`src/rtl/demultiplexer_if.sv`:
```
// Handshake bundle between a word initiator and the demultiplexer, plus the
// per-channel output side. The master drives words in; the slave routes them.
interface demultiplexer_if #(
  parameter int WIDTH    = 32,
  parameter int CHANNELS = 2
);
  localparam int SELW = (CHANNELS > 1) ? $clog2(CHANNELS) : 1;

  logic                      in_valid;
  logic                      in_ready;
  logic [WIDTH-1:0]          in_data;
  logic [SELW-1:0]           in_sel;
  logic [CHANNELS*WIDTH-1:0] out_bus;
  logic [CHANNELS-1:0]       out_valid;
  logic [CHANNELS-1:0]       out_ready;
  logic                      err;

  modport master (
    output in_valid, in_data, in_sel, out_ready,
    input  in_ready, out_bus, out_valid, err
  );

  modport slave (
    input  in_valid, in_data, in_sel, out_ready,
    output in_ready, out_bus, out_valid, err
  );
endinterface

```
`src/rtl/demultiplexer.sv`:
```
// Single-entry routing register: accepts one word with a channel index and
// presents it on that channel's slice until the channel's consumer takes it.
module demultiplexer #(
  parameter int WIDTH    = 32,
  parameter int CHANNELS = 2
) (
  input  logic            clock,
  input  logic            reset,
  demultiplexer_if.slave  bus_if
);
  localparam int SELW = (CHANNELS > 1) ? $clog2(CHANNELS) : 1;

  logic             full_q, full_d;
  logic [WIDTH-1:0] data_q, data_d;
  logic [SELW-1:0]  sel_q, sel_d;
  logic             err_q, err_d;

  logic accept;
  logic drain;
  logic sel_ok;

  // Extra bit keeps the range check meaningful when CHANNELS is a power of two.
  assign sel_ok = ({1'b0, bus_if.in_sel} < (SELW+1)'(CHANNELS));
  assign drain  = full_q && bus_if.out_ready[sel_q];
  assign bus_if.in_ready = !full_q || bus_if.out_ready[sel_q];
  assign accept = bus_if.in_valid && bus_if.in_ready;
  assign bus_if.err = err_q;

  always_comb begin
    full_d = full_q;
    data_d = data_q;
    sel_d  = sel_q;
    err_d  = accept && !sel_ok;
    if (accept && sel_ok) begin
      full_d = 1'b1;
      data_d = bus_if.in_data;
      sel_d  = bus_if.in_sel;
    end else if (drain) begin
      full_d = 1'b0;
    end
  end

  always_ff @(posedge clock or posedge reset) begin
    if (reset) begin
      full_q <= 1'b0;
      data_q <= '0;
      sel_q  <= '0;
      err_q  <= 1'b0;
    end else begin
      full_q <= full_d;
      data_q <= data_d;
      sel_q  <= sel_d;
      err_q  <= err_d;
    end
  end

  // Channel 0 occupies the most significant slice of the bus.
  always_comb begin
    bus_if.out_bus   = '0;
    bus_if.out_valid = '0;
    for (int k = 0; k < CHANNELS; k++) begin
      if (full_q && sel_q == SELW'(k)) begin
        bus_if.out_valid[k] = 1'b1;
        bus_if.out_bus[(CHANNELS-1-k)*WIDTH +: WIDTH] = data_q;
      end
    end
  end
endmodule

```
`src/flat_wrapper.sv`:
```
// flat-port wrapper written by rule: the top's interface ports become plain ports
module demultiplexer_flat 
#(
  parameter int WIDTH    = 32,
  parameter int CHANNELS = 2
)
  (clock, reset, bus_if_in_valid, bus_if_in_data, bus_if_in_sel, bus_if_out_ready, bus_if_in_ready, bus_if_out_bus, bus_if_out_valid, bus_if_err);
  demultiplexer_if #(.WIDTH(WIDTH), .CHANNELS(CHANNELS)) bus_if_i ();
  input  logic clock;
  input  logic reset;
  input wire logic [$bits(bus_if_i.in_valid)-1:0] bus_if_in_valid;
  input wire logic [$bits(bus_if_i.in_data)-1:0] bus_if_in_data;
  input wire logic [$bits(bus_if_i.in_sel)-1:0] bus_if_in_sel;
  input wire logic [$bits(bus_if_i.out_ready)-1:0] bus_if_out_ready;
  output wire logic [$bits(bus_if_i.in_ready)-1:0] bus_if_in_ready;
  output wire logic [$bits(bus_if_i.out_bus)-1:0] bus_if_out_bus;
  output wire logic [$bits(bus_if_i.out_valid)-1:0] bus_if_out_valid;
  output wire logic [$bits(bus_if_i.err)-1:0] bus_if_err;
  assign bus_if_i.in_valid = bus_if_in_valid;
  assign bus_if_i.in_data = bus_if_in_data;
  assign bus_if_i.in_sel = bus_if_in_sel;
  assign bus_if_i.out_ready = bus_if_out_ready;
  assign bus_if_in_ready = bus_if_i.in_ready;
  assign bus_if_out_bus = bus_if_i.out_bus;
  assign bus_if_out_valid = bus_if_i.out_valid;
  assign bus_if_err = bus_if_i.err;
  demultiplexer #(.WIDTH(WIDTH), .CHANNELS(CHANNELS)) u_core (.clock(clock), .reset(reset), .bus_if(bus_if_i));
endmodule
```
`config.mk`:
```
export PLATFORM = sky130hd
export DESIGN_NAME = demultiplexer_flat
export DESIGN_NICKNAME = d
export VERILOG_FILES = /design/src/rtl/demultiplexer_if.sv /design/src/rtl/demultiplexer.sv /design/src/flat_wrapper.sv
export SDC_FILE = /design/constraint.sdc
export NUM_CORES = 1
export LEC_CHECK = 0
export CORE_ASPECT_RATIO = 0.7
export CORE_MARGIN = 2
export CORE_UTILIZATION = 25
export DETAILED_ROUTE_END_ITERATION = 10
export PLACE_DENSITY = 0.56
export RECOVER_POWER = 50
export SLEW_MARGIN = 20
export SYNTH_ARGS = -nofsm -noshare
export SYNTH_HDL_FRONTEND = slang
export SYNTH_SLANG_ARGS = --single-unit
```
`constraint.sdc`:
```
create_clock -name clock -period 3.4 [get_ports clock]
set_input_delay 0.34 -clock clock [delete_from_list [all_inputs] [get_ports clock]]
set_output_delay 0.34 -clock clock [all_outputs]
set_load 0.005 [all_outputs]
```
==> run summary, run 1 <==
Post-synth top flop: dfrtp_1
Data arrival, critical path: 2.33 ns
Initial antenna violation count: 0
GPL Wtd Cong: 0.6785
Global-route wire length before repair: 7817 µm
Syn Nets: 196
CP bufs+invs: 2
Number of I/O port buffers: 104
Row cnt: 26
Yosys Warn Count: 0
Worst setup SP type: register
Max stage delay on crit path: 0.72 ns
Post-route cell area: 3063 µm²
Largest family of logic cells by synthesized area: multiplexers
Mux share of post-synthesis cell area: 25.44%
Largest net degree at the start of global routing: 37
Post-synth top area share: 44.47%
Placed Area: 3033 µm²
DR vias: 1494
CP endpoint kind: output pin
CTS Sinks: 34
CP Launch Point: u_core.sel_q
Adder-Cell Fraction of Synth Area: 0%
Root Buffer: clkbuf_8
Syn Inst Count: 158
Worst-path cell chain: buf_4 > mux2i_1 > nand2_1 > clkdlybuf4s50_1
Critical path required time: 3.06 ns
Final hold violation count: 0
CTS Buffer Depth: 2
EDFF count, synth: 0
Tmin final: 2.669 ns
Area leader, netlist: dfrtp_1
WL final: 4999 µm
Hold-fix buffers, CTS: 0
FF-to-FF Start: u_core.sel_q
Post-synth top cells: 34 x dfrtp_1, 33 x and2_1, 30 x mux2_4
Simple-gate portion of the synthesized area: 22.56%
Async SR Flop Fraction: 100.0%
Hpwl dp: 3603 µm
Clock Latency Late Sink: 0.28 ns
Achievable clock frequency: 0.3746 GHz
Hold_sp: u_core.data_q[10]
Top post-synthesis cells by area: dfrtp_1 44%, mux2_4 24%, and2_1 11%
Slew margin rel.: -22.56%
Vias in the first global route: 1466
Clk pin slew, worst setup/hold paths: 0.07 ns
GRT overflow: 0
Status: finished with violations
WS Path Type: reg -> out
Power per cell area: 446.5 nW/µm²
Setup Fix Bufs, Post-CTS: 0
DRT iter0 DRCs: 42
Clock skew: 0.004272 ns
Overall routing resource usage: 12.04%
RSZ-0062 raised after global routing: no
Starting Density: 26.02%
Final Cycle Share: 78.51%
# IOs: 106
Worst Hold Class: reg -> reg
Critical path's slowest cell: dfrtp_1
Peak VDD IR: 0.1411 mV
Synth Area in XOR/XNOR: 0%
Post-CTS Resized: 0
Compound-Gate Fraction of Synth Area: 2.158%
Worst-margin pin slew: 1.838 ns
Drt first pass iters: 4
WL/cell: 13.96 µm
DRC violations left: 0
Chip width: 108.6 µm
Slew Limit Fails: 35
Count of inserted antenna diode cells: 0
Synth unique cells: 20
Area grow syn2layout: 60.10%
Post-synthesis register bit count: 34
H-tree depth: 2
DR vias/cell: 4.173
Share of cells above drive strength 1: 15.38%
Synthesized area: 1913 µm²
Detail Route Antenna Nets: 0
Crit path max-delay family: buffers and inverters
Most common cell in the netlist: dfrtp_1
Syn_area_per_cell: 12.11 µm²
Biggest fanout along the worst timing path: 21
CTS Buf Count: 5
Core area: 7352 µm²
CTS tree: yes
Setup Viol. Count Final: 0
Failing checks: capacitance limit, slew limit
Max Cap Violations: 1
Full die area: 8379 µm²
Fin Setup TNS: 0 ns
Static Leak: 1.399 nW
Register area share after synthesis: 44.47%
Chip Height: 77.19 µm
Nets: 298
[flip-flops by register name (all words and copies together) (netlist names)]
register	cells
u_core.data_q	32
u_core.sel_q	1
u_core.full_q	1
[metrics by stage]
stage | setup slack, ns | utilization, % | instances | power (mW) | hold WS (ns)
after global placement | 1.139 | 41.25 | 351 | 1.141 | 0.5033
final | 0.7307 | 41.66 | 358 | 1.368 | 0.5033
after global routing | 0.5219 | 41.66 | 358 | 1.458 | 0.5299
after floorplan | 1.912 | - | 158 | 0.8244 | 0.4484
after detailed placement | 1.066 | 41.25 | 351 | 1.143 | 0.5017
after CTS | 0.7602 | 42.32 | 358 | 1.428 | 0.4697
[layout by cell type, fill, tap and decap left out, types with 4 or more instances in the layout]
| cell | netlist | layout |
|---|---|---|
| mux2_4 | 30 | 20 |
| and3_1 | 28 | 28 |
| mux2_1 | 0 | 10 |
| and3_2 | 4 | 4 |
| clkdlybuf4s50_1 | 0 | 84 |
| and2_1 | 33 | 33 |
| dlygate4sd3_1 | 0 | 20 |
| clkbuf_8 | 0 | 5 |
| dfrtp_1 | 34 | 34 |
| buf_4 | 1 | 4 |
[cell families (layout without fill, tap and decap cells)]
logic type             count (synthesis)  count (layout)
other                                  1               1
flip-flops                            34              34
buffers and inverters                 17             119
multiplexers                          33              33
AO/OA/AOI/OAI                          4               4
AND/OR/NAND/NOR                       69              69
[final cells by class]
class,count,area [µm²]
clock buffers,5,68.82
clock inverters,2,10.01
fillers,727,4289
inverters,2,7.507
multi-input cells,107,924.6
flip-flops and latches,34,850.8
well taps,98,122.6
repair buffers,110,1079
[layer usage]
layer | vias up | GRT usage, % | part of all wire, %
li1 | 731 | - | -
met1 | 701 | 17.55 | 52
met2 | 55 | 17.25 | 40
met3 | 7 | 3.827 | 7.0
met4 | 0 | 2.692 | 0.68
met5 | - | 0 | 0
[path summary, 6_finish.rpt]
kind	to	slack (ns)	cells after the start
setup / recovery	bus_if_in_ready	0.73	4
hold / removal	u_core.data_q[10]	0.50	1
setup reg to reg	u_core.data_q[1]	0.75	5
hold reg to reg	u_core.data_q[10]	0.50	1
max in group asynchronous	u_core.data_q[15]	1.18	3
min in group asynchronous	u_core.data_q[4]	1.15	3
[where the power goes]
part / switching (mW) / internal (mW) / leakage [nW]
clock: 0.142 / 0.137 / 0.0438
sequential: 0.0625 / 0.484 / 0.395
combinational: 0.174 / 0.368 / 0.960
total: 0.378 / 0.989 / 1.40
Power figures use the tool's default switching activity.
==> inputs of run 2 (changes only) <==
==> constraint.sdc (replaced) <==
create_clock -name clock -period 2.7 [get_ports clock]
set_input_delay 0.27 -clock clock [delete_from_list [all_inputs] [get_ports clock]]
set_output_delay 0.27 -clock clock [all_outputs]
set_load 0.005 [all_outputs]
==> run 2 against run 1 <==
The run still ends with capacitance limit, slew limit left. Via count increased by 1.7%. Highest routed layer unchanged. Non-clock buffer count rose by 3. Critical path depth shrank 1. Utilization decreased by 0.43 points. Flip-flop and latch count stayed put. Power up 27%. Die area stayed put. Global-route usage is 0.36 points higher.
==> run summary, run 2 (synthesis results as in run 1) <==
Max stage delay on crit path: 0.74 ns (+0.02 ns)
Placed Area: 3055 µm² (+0.74%)
Max FFs per register: 32 (unchanged)
Power Total: 1.741 mW (+27%)
# IOs: 106 (unchanged)
CP endpoint kind: output pin
Fin Setup TNS: 0 ns (unchanged)
CTS Sinks: 34 (unchanged)
Overall routing resource usage: 12.40% (+0.36 points)
Final Non-Filler Cells: 362 (+1.1%)
Critical path's slowest cell: dfrtp_1
Worst Hold Class: reg -> reg
Critical path required time: 2.43 ns (-0.63 ns)
CTS Buf Count: 5 (unchanged)
Biggest fanout along the worst timing path: 20 (-4.8%)
Chip Height: 77.19 µm (unchanged)
Commonest non-fill, non-tap cell in the layout: clkdlybuf4s50_1
Number of I/O port buffers: 104 (unchanged)
Drt first pass iters: 5 (+1)
DR vias: 1520 (+1.7%)
Status: finished with violations
Root Buffer: clkbuf_8
Failing checks: capacitance limit, slew limit
Fin util: 41.24% (-0.43 points)
Final hold violation count: 0 (unchanged)
Hold-fix buffers, CTS: 0 (unchanged)
GPL Wtd Cong: 0.6868 (+1.2%)
Count of inserted antenna diode cells: 0 (unchanged)
WL final: 5186 µm (+3.7%)
WL/cell: 14.33 µm (+2.6%)
CTS Buffer Depth: 2 (unchanged)
Flop pwr share: 39.4% (-0.6 points)
Vias in the first global route: 1531 (+4.4%)
Clock Latency Late Sink: 0.28 ns (about the same)
RSZ-0062 raised after global routing: no
Row cnt: 26 (unchanged)
Starting Density: 26.02% (unchanged)
Nets: 301 (+1.0%)
Slew Limit Fails: 35 (unchanged)
Worst-path cell chain: mux2i_1 > nand2_1 > clkdlybuf4s50_1
Hpwl dp: 3815 µm (+5.9%)
Largest register by flop count: u_core.data_q
Setup Fix Bufs, Post-CTS: 0 (unchanged)
Switching portion of total power: 27.56% (-0.096 points)
CTS tree: yes
Chip width: 108.6 µm (unchanged)
Clock skew: 0.006187 ns (+0.001915 ns)
DR vias/cell: 4.199 (+0.62%)
Place WS: 0.6654 ns (-0.4009 ns)
Most frequent cells in the layout: 104 x clkdlybuf4s50_1, 34 x dfrtp_1, 33 x and2_1
DRC violations left: 0 (unchanged)
Max Cap Violations: 1 (unchanged)
Static Leak: 1.313 nW (-6.1%)
Combinational share of power: 38.3% (-1.3 points)
Sw Pwr: 0.4798 mW (+27%)
Final Cycle Share: 85.93%
Post-route cell area: 3032 µm² (-1.0%)
Largest net degree at the start of global routing: 35 (-5.4%)
Final WS setup: 0.3798 ns (-0.3508 ns)
Peak VDD IR: 0.2011 mV (+43%)
Setup Viol. Count Final: 0 (unchanged)
Detail Route Antenna Nets: 0 (unchanged)
DRT iter0 DRCs: 29 (-31%)
Full die area: 8379 µm² (unchanged)
Power per cell area: 574.2 nW/µm² (+29%)
Fin Hold WS: 0.4960 ns (-0.007328 ns)
Biggest regs: u_core.data_q x32, u_core.full_q x1, u_core.sel_q x1
Clock share of power: 22.3% (+1.9 points)
Worst-margin pin slew: 1.850 ns (+0.01122 ns)
Achievable clock frequency: 0.4310 GHz
Initial antenna violation count: 0 (unchanged)
GRT overflow: 0 (unchanged)
Area grow syn2layout: 58.47%
Power Internal: 1.261 mW (+27%)
Post-placement cell count: 354 (+0.85%)
H-tree depth: 2 (unchanged)
Tmin final: 2.320 ns
Post-CTS Resized: 0 (unchanged)
Worst setup SP type: register
Clk pin slew, worst setup/hold paths: 0.07 ns (about the same)
WS Path Type: reg -> out
Share of cells above drive strength 1: 9.848% (-5.5 points)
Global-route wire length before repair: 8052 µm (+3.0%)
Core area: 7352 µm² (unchanged)
Data arrival, critical path: 2.05 ns (-0.28 ns)
Slew margin rel.: -23.31% (-0.75 points)
[run 2: cell count changes in the layout (fill, tap and decap cells not counted), sizes merged]
cell           change
clkbuf             +3
clkdlybuf4s50     +20
clkinv             -1
dlygate4sd3       -20
buf                +2
[run 2: worst paths after layout]
check	startpoint	end	slack (ns)	cells past startpoint
worst max-delay path	u_core.sel_q	bus_if_in_ready	0.38	3
worst min-delay path	u_core.data_q[20]	u_core.data_q[20]	0.50	1
worst max register to register	u_core.sel_q	u_core.data_q[22]	0.40	4
worst min register to register	u_core.data_q[20]	u_core.data_q[20]	0.50	1
max in group asynchronous	reset	u_core.data_q[21]	0.69	3
min in group asynchronous	reset	u_core.data_q[4]	0.95	3
[run 2: worst max-delay path: cells and delay by family, from the launching register on]
family	cells	cell delay, ns
flip-flops	1	0.74
buffers and inverters	1	0.47
multiplexers	1	0.42
AND/OR/NAND/NOR	1	0.14
[run 2: power groups by stage]
| stage | Sequential [mW] | Combinational (mW) | Clock, mW |
|---|---|---|---|
| 2_1_floorplan | 0.660 | 0.378 | 0 |
| 3_3_place_gp | 0.699 | 0.746 | 0 |
| 3_5_place_dp | 0.699 | 0.752 | 0 |
| 4_1_cts | 0.693 | 0.755 | 0.404 |
| 5_1_grt | 0.703 | 0.721 | 0.428 |
| 6_report | 0.686 | 0.667 | 0.388 |
[run 2: final cells by class]
class	count	area, µm²
clock inverters	1	5.005
inverters	2	7.507
clock buffers	7	86.33
well taps	98	122.6
multi-input cells	107	860.8
fillers	771	4320
repair buffers	113	1099
flip-flops and latches	34	850.8
[run 2: routing by layer]
metal / part of all wire, % / track usage, % / up-vias / routed length [µm]
met5: 0 / 0 / - / 0
met4: 0.39 / 2.436 / 0 / 20
met3: 7.0 / 4.507 / 4 / 363
met2: 41 / 18.50 / 56 / 2151
met1: 51 / 17.25 / 720 / 2651
li1: - / - / 740 / -
==> inputs of run 3 (changes only) <==
--- a/config.mk
+++ b/config.mk
@@ -9,7 +9,6 @@
 export CORE_MARGIN = 2
 export CORE_UTILIZATION = 25
 export DETAILED_ROUTE_END_ITERATION = 10
-export PLACE_DENSITY = 0.56
 export RECOVER_POWER = 50
 export SLEW_MARGIN = 20
 export SYNTH_ARGS = -nofsm -noshare
==> run 3 against run 2 <==
Flip-flop and latch count did not move. Global-route usage grew 0.69 points. The flow now finishes without violations. Largest cell class unchanged. Critical path depth up 1. Critical endpoint is now u_core.data_q[0]. Clock power hardly changed. Fmax increased by 2.0%.
==> run summary, run 3 (synthesis results as in run 1) <==
Status: finished, final reports clean
Final Cycle Share: 84.26% (-1.7 points)
DR vias/cell: 4.206 (+0.16%)
Largest net degree at the start of global routing: 27 (-23%)
Root Buffer: clkbuf_8
GPL Wtd Cong: 0.7596 (+11%)
WS Path Type: reg -> reg
Setup Fix Bufs, Post-CTS: 0 (unchanged)
Switching portion of total power: 27.43% (-0.13 points)
Starting Density: 26.02% (unchanged)
Tmin final: 2.275 ns (-0.04505 ns)
Clk pin slew, worst setup/hold paths: 0.07 ns (about the same)
WL/cell: 14.41 µm (+0.56%)
Commonest non-fill, non-tap cell in the layout: clkdlybuf4s50_1
Sw Pwr: 0.4757 mW (-0.84%)
CTS Buf Count: 5 (unchanged)
Vias in the first global route: 1646 (+7.5%)
Nets: 299 (-0.66%)
Max stage delay on crit path: 0.74 ns (about the same)
DRT iter0 DRCs: 52 (+79%)
Setup Viol. Count Final: 0 (unchanged)
Drt first pass iters: 4 (-1)
Clock share of power: 22.2% (about the same)
CTS Sinks: 34 (unchanged)
Full die area: 8379 µm² (unchanged)
Flop pwr share: 39.5% (about the same)
Area grow syn2layout: 57.82%
Chip Height: 77.19 µm (unchanged)
RSZ-0062 raised after global routing: no
Critical path required time: 2.87 ns (+0.44 ns)
Multi-input gate area: 864.6 µm² (+0.44%)
Hold-fix buffers, CTS: 0 (unchanged)
CTS tree: yes
Worst-margin pin slew: 1.093 ns (-0.7564 ns)
Clock skew: 0.005405 ns (-0.0007815 ns)
Register area: 850.8 µm² (unchanged)
Row cnt: 26 (unchanged)
Final hold violation count: 0 (unchanged)
GRT overflow: 0 (unchanged)
Hpwl dp: 3802 µm (-0.33%)
Largest register by flop count: u_core.data_q
CP endpoint kind: register
Critical path's slowest cell: clkbuf_1
Power per cell area: 574.4 nW/µm² (about the same)
Power Internal: 1.258 mW (-0.20%)
Biggest regs: u_core.data_q x32, u_core.full_q x1, u_core.sel_q x1
CP bufs+invs: 1 (unchanged)
Combinational share of power: 38.3% (about the same)
Max Cap Violations: 0 (-1)
Crit path max-delay family: buffers and inverters
Peak VDD IR: 0.1881 mV (-6.5%)
Worst setup SP type: register
Post-route cell area: 3019 µm² (-0.41%)
Global-route wire length before repair: 8500 µm (+5.6%)
Static Leak: 1.305 nW (-0.64%)
Fin Setup TNS: 0 ns (unchanged)
Max FFs per register: 32 (unchanged)
CTS Buffer Depth: 2 (unchanged)
Biggest fanout along the worst timing path: 16 (-20%)
Slew margin rel.: 27.12% (+50 points)
# fillers: 775 (+0.52%)
Data arrival, critical path: 2.44 ns (+0.39 ns)
Core area: 7352 µm² (unchanged)
Chip width: 108.6 µm (unchanged)
Achievable clock frequency: 0.4395 GHz (+2.0%)
Overall routing resource usage: 13.09% (+0.69 points)
Worst Hold Class: in -> async
Number of I/O port buffers: 104 (unchanged)
Most frequent cells in the layout: 103 x clkdlybuf4s50_1, 34 x dfrtp_1, 33 x and2_1
Detail Route Antenna Nets: 0 (unchanged)
Fin Hold WS: 0.4906 ns (-0.005439 ns)
Initial antenna violation count: 0 (unchanged)
WL final: 5186 µm (unchanged)
DRC violations left: 0 (unchanged)
Fin util: 41.07% (-0.17 points)
Clock Latency Late Sink: 0.28 ns (about the same)
Placed Area: 3040 µm² (-0.49%)
Count of inserted antenna diode cells: 0 (unchanged)
R2R Setup Slk: 0.42 ns (+0.02 ns)
Worst-path cell chain: mux2i_1 > a21boi_4 > clkbuf_1 > mux2_2
Share of cells above drive strength 1: 9.160% (-0.69 points)
Slew Limit Fails: 0 (-100%)
# IOs: 106 (unchanged)
DR vias: 1514 (-0.39%)
H-tree depth: 2 (unchanged)
Post-CTS Resized: 0 (unchanged)
[run 3: metal layers]
layer | global-route usage (%) | up-vias | routed length [µm]
met3 | 3.912 | 2 | 361
met2 | 18.69 | 60 | 2167
met4 | 3.462 | 0 | 17
met1 | 19.07 | 714 | 2640
met5 | 0 | - | 0
li1 | - | 738 | -
[run 3: final timing paths]
| kind | start | end | depth (start not counted) |
|---|---|---|---|
| worst max-delay path | u_core.sel_q | u_core.data_q[0] | 4 |
| worst min-delay path | reset | u_core.data_q[27] | 2 |
| max in group asynchronous | reset | u_core.data_q[17] | 3 |
| worst max register to register | u_core.sel_q | u_core.data_q[0] | 4 |
| min in group clock | u_core.data_q[22] | u_core.data_q[22] | 1 |
| worst min register to register | u_core.data_q[22] | u_core.data_q[22] | 1 |
[run 3: worst reg2reg max path, delay by kind of cell (launching register included)]
family | cells | cell delay (ns)
AOI/OAI and AO/OA | 1 | 0.19
buffers and inverters | 1 | 0.74
DFF | 1 | 0.60
muxes | 2 | 0.64
[run 3: area by class of cell]
cell class | instances | share of cell area (%)
Tap cell | 98 | 4.061
Inverter | 2 | 0.2487
Sequential cell | 34 | 28.18
Clock buffer | 7 | 2.860
Clock inverter | 1 | 0.1658
Timing Repair Buffer | 111 | 35.85
Multi-Input combinational cell | 107 | 28.64
[run 3: through the flow]
stage	total power [mW]	worst slack, ns	cells
detailed placement	1.445	0.7894	352
global route	1.844	0.2370	360
CTS	1.842	0.4758	360
finish	1.734	0.4249	360
floorplan	1.038	1.212	158
global placement	1.444	0.8416	352
[run 3: power by group through the flow]
stage	Combinational, mW	Clock, mW	Sequential [mW]
5_1_grt	0.719	0.421	0.703
4_1_cts	0.753	0.399	0.691
3_5_place_dp	0.747	0	0.698
3_3_place_gp	0.747	0	0.697
6_report	0.664	0.385	0.685
2_1_floorplan	0.378	0	0.660
==> variant, RTL diff (settings of run 2) <==
`CHANNELS` is set to 2 in 3 places; all go to 4.
--- a/src/rtl/demultiplexer_if.sv
+++ b/src/rtl/demultiplexer_if.sv
@@ -2,7 +2,7 @@
 // per-channel output side. The master drives words in; the slave routes them.
 interface demultiplexer_if #(
   parameter int WIDTH    = 32,
-  parameter int CHANNELS = 2
+  parameter int CHANNELS = 4
 );
   localparam int SELW = (CHANNELS > 1) ? $clog2(CHANNELS) : 1;
 
--- a/src/rtl/demultiplexer.sv
+++ b/src/rtl/demultiplexer.sv
@@ -2,7 +2,7 @@
 // presents it on that channel's slice until the channel's consumer takes it.
 module demultiplexer #(
   parameter int WIDTH    = 32,
-  parameter int CHANNELS = 2
+  parameter int CHANNELS = 4
 ) (
   input  logic            clock,
   input  logic            reset,
--- a/src/flat_wrapper.sv
+++ b/src/flat_wrapper.sv
@@ -2,7 +2,7 @@
 module demultiplexer_flat 
 #(
   parameter int WIDTH    = 32,
-  parameter int CHANNELS = 2
+  parameter int CHANNELS = 4
 )
   (clock, reset, bus_if_in_valid, bus_if_in_data, bus_if_in_sel, bus_if_out_ready, bus_if_in_ready, bus_if_out_bus, bus_if_out_valid, bus_if_err);
   demultiplexer_if #(.WIDTH(WIDTH), .CHANNELS(CHANNELS)) bus_if_i ();
Interface: changed (resized bus_if_in_sel, bus_if_out_bus, bus_if_out_ready and bus_if_out_valid); port bits go from 106 to 175. The function was not compared with the original's and may differ.
==> variant against run 2 <==
The run still ends with capacitance limit, slew limit left; count of clock-buffer cells in the layout down 2; worst setup slack worse by 0.11 ns; register-to-register slack better by 0.07 ns; wire length up 66%; synthesized area up 22%; via count up 56%; sequential cell count up 1; maximum frequency down 4.5%; cell area up 42%; synthesized cell count up 54%; largest cell class unchanged; highest routed layer unchanged.
Power is not compared: it rests on default switching activity, and its combinational part moved more than twofold at a synthesized area within 25%.
==> variant: results (changes against run 2) <==
stage;metric;value;unit;change
final_layout;layout cells sized above 1;0.1214;;was 0.09848
run_status;status;complete, but fails checks;;unchanged
worst_setup_path;Setup crit start;u_core.sel_q[0];;was u_core.sel_q
worst_setup_path;critical path peak fanout;10;;was 20
timing;Max Slew Vio Count;36;;was 35
synth;top cells by instance count after synthesis;and2_1, and3_1, dfrtp_1, mux2_2, clkbuf_1;;was dfrtp_1, and2_1, mux2_4, and3_1, clkbuf_1
routing;first drt pass iteration count;4;;was 5
routing;drt total wl;8.588;mm;was 5.186 mm
synth;post-synthesis sequential area ratio;0.3751;;was 0.4447
synth;Post-Syn Nets;285;;was 196
placed_design;DP HPWL;6.334;mm;was 3.815 mm
run_status;failing checks;capacitance limit, slew limit;;unchanged
global_routing;vias in the first global route;2403;;was 1,531
placed_design;GPL Wtd Cong;0.7275;;was 0.6868
timing;worst-margin pin slew;1.913;ns;was 1.850 ns
global_routing;gr usage total;0.1659;;was 0.1240
synth;Synth cell types;22;;was 20
final_layout;Top Registers;u_core.data_q: 32 flops, u_core.sel_q: 2 flops, u_core.full_q: 1 flops;;was u_core.data_q: 32 flops, u_core.full_q: 1 flops, u_core.sel_q: 1 flops
timing;skew final;0.002308;ns;was 0.006187 ns
routing;Via density;4.431;;was 4.199
final_layout;nets;452;;was 301
worst_setup_path;Reg-to-Reg Start;u_core.sel_q[1];;was u_core.sel_q
worst_setup_path;slowest CP cell;clkdlybuf4s50_1;;was dfrtp_1
cts;Clock Tree Root;clkbuf_16;;was clkbuf_8
run;Max-Cap Viols;1;;unchanged
cts;clock transition at the registers of the reported paths;0.05;ns;was 0.07 ns
synth;largest cells by area after synthesis;dfrtp_1, and2_1, and3_1;;was dfrtp_1, mux2_4, and2_1
global_routing;pin count of the biggest net entering global routing;44;;was 35
placed_design;IO Port Bufs;173;;was 104
synth;top cell type's share of synthesized area;0.3751;;was 0.4447
final_layout;Top reg by flops;u_core.data_q;;unchanged
==> variant: changes by cell type in the layout (fill, tap and decap cells not counted), moves of 5 or more <==
cell / change
and2_1: +28
and3_1: +36
clkbuf_16: +5
clkbuf_8: -6
clkdlybuf4s50_1: +46
dlygate4sd3_1: +23
mux2_1: -25
mux2_2: +29
nor2_1: +5
==> variant: final cells by class <==
type	count	area (µm²)
clock inverter	3	15.01
timing repair buffer	184	1817
sequential	35	875.8
clock buffer	5	125.1
fill	865	4758
inverter	4	15.01
tap	124	155.1
multi-input combinational	181	1310
==> variant: layer usage <==
layer / vias to the layer above / share of wire / track usage
met4: 0 / 0.010 / 0.03743
met3: 9 / 0.093 / 0.06317
met1: 1103 / 0.47 / 0.2254
li1: 1152 / - / -
met2: 111 / 0.42 / 0.2514
met5: - / 0 / 0
==> variant: logic make-up after synthesis <==
kind of cell	share of synthesized area
buf+inv	0.05948
flops	0.3751
mux	0.1785
compound gates	0.02733
simple gates	0.3580
other cells	0.001606
==> variant: stage by stage <==
step                total power [mW]  area [µm²]  cells  worst slack (ns)
floorplan                      1.685        2335    244             1.032
global placement               2.794        4205    528            0.6427
detailed placement             2.806        4205    528            0.6217
CTS                            3.371        4345    536            0.3219
global route                   3.504        4313    536            0.1521
finish                         3.268        4313    536            0.2697
==> variant: critical path, delay by kind of cell, from the launching register on <==
family / cells / cell delay [ns]
buffers and inverters: 2 / 0.91
and+or+nand+nor: 3 / 0.51
DFF: 1 / 0.46
==> variant: report_power, final <==
part           switching [mW]  leakage [nW]  internal (mW)
Sequential              0.218         0.408          0.717
Combinational           0.680          1.50           1.11
Clock                   0.209        0.0733          0.336
==> variant: path summary, 6_finish.rpt <==
check / to / slack [ns] / cells after the start
min in group asynchronous: u_core.data_q[14] / 1.00 / 3
max: bus_if_out_bus[93] / 0.27 / 5
min reg2reg: u_core.data_q[31] / 0.55 / 1
max in group asynchronous: u_core.data_q[4] / 0.61 / 3
min: u_core.data_q[31] / 0.55 / 1
max reg2reg: u_core.data_q[26] / 0.47 / 5
